<file path="src/rtl/logic_repeat_pkg.sv">
// Shared types and default widths for the repeat sequencer.
package logic_repeat_pkg;

   localparam int unsigned DEF_CNT_W  = 16;
   localparam int unsigned DEF_TIME_W = 24;

   typedef enum logic [1:0] {
      ST_IDLE = 2'd0,
      ST_RUN  = 2'd1,
      ST_GAP  = 2'd2
   } rpt_state_e;

endpackage

</file>
<file path="src/rtl/logic_repeat_seq_if.sv">
// Control/status bundle between a sequence owner (master) and the repeat sequencer (slave).
interface logic_repeat_seq_if
   import logic_repeat_pkg::*;
#(
   parameter int CNT_W  = DEF_CNT_W,
   parameter int TIME_W = DEF_TIME_W
);

   logic              io_mainTrigger;
   logic [CNT_W-1:0]  io_rptNo;
   logic [TIME_W-1:0] io_rptTime;
   logic              io_infinite;
   logic              io_abort;
   logic              io_logicEnd;
   logic              io_rptEn;
   logic              io_logicBusy;
   logic [CNT_W-1:0]  io_rptCnt;
   logic              io_done;
   logic              io_aborted;

   modport master (
      output io_mainTrigger, io_rptNo, io_rptTime, io_infinite, io_abort, io_logicEnd,
      input  io_rptEn, io_logicBusy, io_rptCnt, io_done, io_aborted
   );

   modport slave (
      input  io_mainTrigger, io_rptNo, io_rptTime, io_infinite, io_abort, io_logicEnd,
      output io_rptEn, io_logicBusy, io_rptCnt, io_done, io_aborted
   );

endinterface

</file>
<file path="src/rtl/rpt_gap_timer.sv">
// Inter-pass gap timer: clears on load, counts while enabled, flags the last gap cycle.
module rpt_gap_timer #(
   parameter int TIME_W = 24
) (
   input  logic              clk_i,
   input  logic              rst_i,
   input  logic              load_i,
   input  logic              en_i,
   input  logic [TIME_W-1:0] time_i,
   output logic              tc_o
);

   logic [TIME_W-1:0] cnt_q, cnt_d;
   logic [TIME_W-1:0] term;

   // A zero gap behaves as one cycle, so the terminal value never underflows.
   always_comb begin
      if (time_i == '0) term = '0;
      else              term = time_i - TIME_W'(1);
   end

   always_comb begin
      cnt_d = cnt_q;
      if (load_i)    cnt_d = '0;
      else if (en_i) cnt_d = cnt_q + TIME_W'(1);
   end

   always_ff @(posedge clk_i or posedge rst_i) begin
      if (rst_i) cnt_q <= '0;
      else       cnt_q <= cnt_d;
   end

   assign tc_o = en_i && (cnt_q == term);

endmodule

</file>
<file path="src/rtl/logic_repeat_seq.sv">
// Repeat sequencer: runs a logic engine for 1+rptNo passes (or forever) with a timed gap between passes.
module logic_repeat_seq
   import logic_repeat_pkg::*;
#(
   parameter int CNT_W  = DEF_CNT_W,
   parameter int TIME_W = DEF_TIME_W
) (
   input  logic               io_clk,
   input  logic               io_rst,
   logic_repeat_seq_if.slave  bus
);

   rpt_state_e        state_q, state_d;
   logic [CNT_W-1:0]  rpt_no_q, rpt_no_d;
   logic [TIME_W-1:0] rpt_time_q, rpt_time_d;
   logic              inf_q, inf_d;
   logic [CNT_W-1:0]  cnt_q, cnt_d;
   logic              busy_q, busy_d;
   logic              done_q, done_d;
   logic              abt_q, abt_d;

   logic              gap_load, gap_en, gap_tc;
   logic              rpt_en;

   rpt_gap_timer #(
      .TIME_W (TIME_W)
   ) u_gap (
      .clk_i  (io_clk),
      .rst_i  (io_rst),
      .load_i (gap_load),
      .en_i   (gap_en),
      .time_i (rpt_time_q),
      .tc_o   (gap_tc)
   );

   assign gap_en = (state_q == ST_GAP);

   always_comb begin
      state_d    = state_q;
      rpt_no_d   = rpt_no_q;
      rpt_time_d = rpt_time_q;
      inf_d      = inf_q;
      cnt_d      = cnt_q;
      busy_d     = busy_q;
      done_d     = 1'b0;
      abt_d      = 1'b0;
      gap_load   = 1'b0;
      rpt_en     = 1'b0;

      unique case (state_q)
         ST_IDLE: begin
            if (bus.io_mainTrigger) begin
               rpt_no_d   = bus.io_rptNo;
               rpt_time_d = bus.io_rptTime;
               inf_d      = bus.io_infinite;
               cnt_d      = '0;
               gap_load   = 1'b1;
               busy_d     = 1'b1;
               state_d    = ST_RUN;
            end
         end
         ST_RUN: begin
            // Abort takes priority over a pass ending in the same cycle.
            if (bus.io_abort) begin
               abt_d   = 1'b1;
               busy_d  = 1'b0;
               state_d = ST_IDLE;
            end else if (bus.io_logicEnd) begin
               cnt_d = cnt_q + CNT_W'(1);
               if (inf_q || (cnt_q < rpt_no_q)) begin
                  gap_load = 1'b1;
                  state_d  = ST_GAP;
               end else begin
                  done_d  = 1'b1;
                  busy_d  = 1'b0;
                  state_d = ST_IDLE;
               end
            end
         end
         ST_GAP: begin
            if (bus.io_abort) begin
               abt_d   = 1'b1;
               busy_d  = 1'b0;
               state_d = ST_IDLE;
            end else if (gap_tc) begin
               rpt_en  = 1'b1;
               state_d = ST_RUN;
            end
         end
         default: begin
            busy_d  = 1'b0;
            state_d = ST_IDLE;
         end
      endcase
   end

   always_ff @(posedge io_clk or posedge io_rst) begin
      if (io_rst) begin
         state_q    <= ST_IDLE;
         rpt_no_q   <= '0;
         rpt_time_q <= '0;
         inf_q      <= 1'b0;
         cnt_q      <= '0;
         busy_q     <= 1'b0;
         done_q     <= 1'b0;
         abt_q      <= 1'b0;
      end else begin
         state_q    <= state_d;
         rpt_no_q   <= rpt_no_d;
         rpt_time_q <= rpt_time_d;
         inf_q      <= inf_d;
         cnt_q      <= cnt_d;
         busy_q     <= busy_d;
         done_q     <= done_d;
         abt_q      <= abt_d;
      end
   end

   assign bus.io_rptEn     = rpt_en;
   assign bus.io_logicBusy = busy_q;
   assign bus.io_rptCnt    = cnt_q;
   assign bus.io_done      = done_q;
   assign bus.io_aborted   = abt_q;

endmodule

</file>
<file path="src/flat_wrapper.sv">
// flat-port wrapper written by rule: the top's interface ports become plain ports
module logic_repeat_seq_flat import logic_repeat_pkg::*;
#(
   parameter int CNT_W  = DEF_CNT_W,
   parameter int TIME_W = DEF_TIME_W
)
  (io_clk, io_rst, bus_io_mainTrigger, bus_io_rptNo, bus_io_rptTime, bus_io_infinite, bus_io_abort, bus_io_logicEnd, bus_io_rptEn, bus_io_logicBusy, bus_io_rptCnt, bus_io_done, bus_io_aborted);
  logic_repeat_seq_if #(.CNT_W(CNT_W), .TIME_W(TIME_W)) bus_i ();
  input  logic io_clk;
  input  logic io_rst;
  input wire logic [$bits(bus_i.io_mainTrigger)-1:0] bus_io_mainTrigger;
  input wire logic [$bits(bus_i.io_rptNo)-1:0] bus_io_rptNo;
  input wire logic [$bits(bus_i.io_rptTime)-1:0] bus_io_rptTime;
  input wire logic [$bits(bus_i.io_infinite)-1:0] bus_io_infinite;
  input wire logic [$bits(bus_i.io_abort)-1:0] bus_io_abort;
  input wire logic [$bits(bus_i.io_logicEnd)-1:0] bus_io_logicEnd;
  output wire logic [$bits(bus_i.io_rptEn)-1:0] bus_io_rptEn;
  output wire logic [$bits(bus_i.io_logicBusy)-1:0] bus_io_logicBusy;
  output wire logic [$bits(bus_i.io_rptCnt)-1:0] bus_io_rptCnt;
  output wire logic [$bits(bus_i.io_done)-1:0] bus_io_done;
  output wire logic [$bits(bus_i.io_aborted)-1:0] bus_io_aborted;
  assign bus_i.io_mainTrigger = bus_io_mainTrigger;
  assign bus_i.io_rptNo = bus_io_rptNo;
  assign bus_i.io_rptTime = bus_io_rptTime;
  assign bus_i.io_infinite = bus_io_infinite;
  assign bus_i.io_abort = bus_io_abort;
  assign bus_i.io_logicEnd = bus_io_logicEnd;
  assign bus_io_rptEn = bus_i.io_rptEn;
  assign bus_io_logicBusy = bus_i.io_logicBusy;
  assign bus_io_rptCnt = bus_i.io_rptCnt;
  assign bus_io_done = bus_i.io_done;
  assign bus_io_aborted = bus_i.io_aborted;
  logic_repeat_seq #(.CNT_W(CNT_W), .TIME_W(TIME_W)) u_core (.io_clk(io_clk), .io_rst(io_rst), .bus(bus_i));
endmodule
</file>
<file path="config.mk">
export PLATFORM = sky130hd
export DESIGN_NAME = logic_repeat_seq_flat
export DESIGN_NICKNAME = d
export VERILOG_FILES = /design/src/rtl/logic_repeat_pkg.sv /design/src/rtl/logic_repeat_seq_if.sv /design/src/rtl/rpt_gap_timer.sv /design/src/rtl/logic_repeat_seq.sv /design/src/flat_wrapper.sv
export SDC_FILE = /design/constraint.sdc
export NUM_CORES = 1
export LEC_CHECK = 0
export ABC_AREA = 0
export ABC_CLOCK_PERIOD_IN_PS = 4130
export BUFFER_PORTS_ARGS = -buffer_cell sky130_fd_sc_hd__clkbuf_2
export CORE_ASPECT_RATIO = 1.4
export CORE_MARGIN = 2
export CORE_UTILIZATION = 47
export CTS_CLUSTER_DIAMETER = 150
export DETAILED_ROUTE_END_ITERATION = 8
export PLACE_DENSITY = 0.67
export SLEW_MARGIN = 20
export SYNTH_ARGS = -nofsm -noshare
export SYNTH_HDL_FRONTEND = slang
export SYNTH_SLANG_ARGS = --single-unit
export TNS_END_PERCENT = 50
</file>
<file path="constraint.sdc">
create_clock -name io_clk -period 4.13 [get_ports io_clk]
set_input_delay 0 -clock io_clk [delete_from_list [all_inputs] [get_ports io_clk]]
set_output_delay 0 -clock io_clk [all_outputs]
set_load 0.1 [all_outputs]
</file>
==> results.py <==
metrics = {
    "outcome": {
        "run_status": "complete, no violations",
    },
    "detailed_routing": {
        "num_vias": 4437,
        "routed_wl_um": 13300,
        "wl_per_cell_um": 16.5,
        "antenna_left": 0,
        "viasPerCell": 5.51,
        "dr.pass1.iters": 4,
        "dr.first_iter.drc_count": 148,
        "post-route-drc-count": 0,
    },
    "clock_network": {
        "tritoncts": "yes",
        "clk_latency_ns": 0.35,
        "cts_buffer_depth": 2,
        "clock-sinks": 86,
        "htreeDepth": 3,
        "cts-root-buf": "clkbuf_16",
        "cts_buffers": 9,
        "clk_pin_slew_ns": 0.06,
    },
    "floorplan": {
        "rows": 46,
        "fp.dieArea_um2": 12300,
        "die_h_um": 130,
        "start_util": 0.476,
        "core_area_um2": 11200,
        "io_pins": 66,
        "die_w_um": 94.1,
    },
    "setup_path": {
        "arrival_ns": 3.58,
        "crit_path_top_delay_cell": "clkbuf_2",
        "crit_fanout": 12,
        "cp_cell_sequence": "inv_1 -> ha_1 -> nor2b_1 -> and4_1 -> nand2_1 -> nand2_1 -> a221o_1 -> nor4_2 -> a21boi_0 -> o2111a_1 -> clkbuf_2",
        "end_kind": "output pin",
        "crit_top_cell": "nand2_1",
        "crit_family": "simple AND/OR/NAND/NOR gates",
        "cp-start-kind": "flip-flop",
        "crit_path_max_incr_delay_ns": 0.46,
        "path_buf_inv": 2,
        "cp.required_ns": 4.13,
        "path_class": "flip-flop to output pin",
    },
    "layout": {
        "design_area_um2": 6560,
        "layout-drive-gt1-share": 0.209,
        "diodes": 0,
        "num-fill-cells": 982,
        "seqCellArea_um2": 2150,
        "nets": 724,
        "multi_input_area_um2": 2980,
        "area_growth_pct": 22.7,
    },
    "sta": {
        "max_freq_ghz": 0.279,
        "maxSlewHeadroom": 0.496,
        "final_max_slew_viol_count": 0,
        "fin_crit_sh": 0.867,
        "finalHoldViolCount": 0,
        "period_minus_slack_ns": 3.58,
        "setup-violations-final": 0,
        "setup_tns_ns": 0,
        "tightestPinTransition_ns": 0.754,
        "rsz0062_at_grt": "no",
        "skew_ns": 0.00742,
    },
    "job": {
        "drv_cap": 0,
    },
    "place": {
        "post-dp-hpwl_um": 9970,
        "gp_congestion": 0.912,
        "placed_area_um2": 5790,
        "port_buffers": 65,
    },
    "hold_path": {
        "hold_class": "input port to flip-flop",
    },
    "synth": {
        "synth-edff-count": 0,
        "yosys-top-cells-area": "dfrtp_1 (40%), mux2_2 (8.6%), nor2_1 (5.3%), ha_1 (5.1%), xnor2_1 (4.9%)",
        "synth_area_per_cell_um2": 9.61,
        "yosysWarnings": 0,
        "synth-seq-cells": 86,
        "ys_types": 64,
        "synth.top_cell.area_share": 0.403,
        "ys_top_cells_by_count": "dfrtp_1 (86), nor2_1 (75), mux2_2 (41), inv_1 (35)",
        "yosysTopAreaCell": "dfrtp_1",
        "synth_fp_nets": 624,
        "synth.most_common_cell": "dfrtp_1",
        "synthFlopType": "dfrtp_1",
        "netlist_area_um2": 5350,
        "synthArstFlopShare": 1.00,
        "synthCells": 556,
        "yosysSeqAreaShare": 0.403,
    },
    "power_and_ir_drop": {
        "ir_drop_mv": 0.372,
        "leakagePower_nw": 2.97,
        "power_density_nw_per_um2": 579,
        "total_power_mw": 3.80,
    },
    "global_routing": {
        "grt_pass1_wl_um": 21500,
        "grt_pass1_vias": 4379,
        "grt_max_degree": 45,
        "grt_util_all_layers": 0.227,
        "gr-usage-met3": 0.0370,
        "use_met2": 0.418,
        "antenna_found_initial": 0,
        "grt_overflow": 0,
        "busiest_layer": "met2",
        "use_met1": 0.251,
    },
}
[routing by layer]
metal,vias to the layer above,routed length (µm),share of wire
li1,2150,-,-
met1,2157,5180,0.39
met2,92,7120,0.53
met3,38,421,0.032
met4,0,594,0.045
met5,-,0,0
[cells by family (layout without fill, tap and decap cells)]
family | count (synthesis) | count (layout) | share of synthesized area
AND/OR/NAND/NOR | 217 | 217 | 0.216
XOR/XNOR | 61 | 61 | 0.103
adder cells (fa/ha/maj) | 22 | 22 | 0.0515
buffers and inverters | 59 | 164 | 0.0421
AO/OA/AOI/OAI | 63 | 63 | 0.0847
flip-flops | 86 | 86 | 0.403
multiplexers | 48 | 48 | 0.101
[state kept, by name, summed over array words and instances, names as in the netlist]
register                 flops
u_core.u_gap.cnt_q          24
u_core.bus.io_done           1
u_core.bus.io_logicBusy      1
u_core.inf_q                 1
u_core.bus.io_aborted        1
u_core.rpt_time_q           24
u_core.bus.io_rptCnt        16
u_core.state_q               2
u_core.rpt_no_q             16
[area by class of cell]
type                    instances  area share
repair buffers                113       0.121
flip-flops and latches         86       0.328
clock buffers                   9      0.0344
multi-input cells             411       0.454
well taps                     144      0.0275
clock inverters                 7      0.0145
inverters                      35      0.0202
[stage by stage]
step	utilization	std cells	hold slack, ns	setup WS (ns)
2_1_floorplan	-	556	0.120	1.16
3_3_place_gp	0.516	745	0.125	1.02
3_5_place_dp	0.516	745	0.137	0.955
4_1_cts	0.584	805	0.152	0.550
5_1_grt	0.584	805	0.200	0.262
6_report	0.584	805	0.176	0.550
[where the power goes]
group	total, mW	switching [mW]	internal (mW)	leakage (nW)
Clock	0.883	0.351	0.532	0.156
Sequential	1.41	0.326	1.08	1.10
Combinational	1.51	0.827	0.682	1.71
Total	3.80	1.50	2.30	2.97
[path summary, 6_finish.rpt]
kind / start / slack, ns / end / cells after the start
hold reg to reg: u_core.inf_q / 0.46 / u_core.bus.io_done / 1
min in group asynchronous: io_rst / 0.31 / u_core.rpt_time_q[13] / 3
hold / removal: bus_io_mainTrigger / 0.18 / u_core.state_q[0] / 4
max in group asynchronous: io_rst / 2.80 / u_core.rpt_time_q[3] / 4
setup / recovery: u_core.rpt_time_q[0] / 0.55 / bus_io_rptEn / 11
setup reg to reg: u_core.rpt_time_q[0] / 0.97 / u_core.state_q[1] / 11
[cells in the final DEF, fill, tap and decap left out, types with 3 or more instances in the layout]
cell type,instances
buf_4,4
inv_1,34
xnor2_1,30
mux2i_1,5
nand3_1,22
nor4_1,7
a21oi_1,12
a22oi_1,3
a211oi_1,3
nand2b_1,11
nor2b_1,4
o21ai_0,9
clkbuf_2,65
a21o_1,8
nand2_1,27
nand4_1,22
and3_1,5
mux2_2,41
nor4b_1,3
nor2_1,75
a22o_1,3
clkbuf_16,9
clkinv_2,3
and4_1,6
nor3_1,16
dfrtp_1,86
ha_1,22
dlygate4sd3_1,44
xor2_1,30
[repair_timing]
| action | CTS | global route |
|---|---|---|
| endpoints found under the hold margin | 86 | 0 |
| setup buffers | 0 | 0 |
| hold buffers | 44 | 0 |
| resized for setup | 0 | 0 |
[worst min-delay path, stage by stage]
cell       delay, ns
clkbuf_2        0.14
o2bb2ai_1       0.11
nor2_1          0.09
a22o_1          0.13
(Power assumes the default switching activity.)
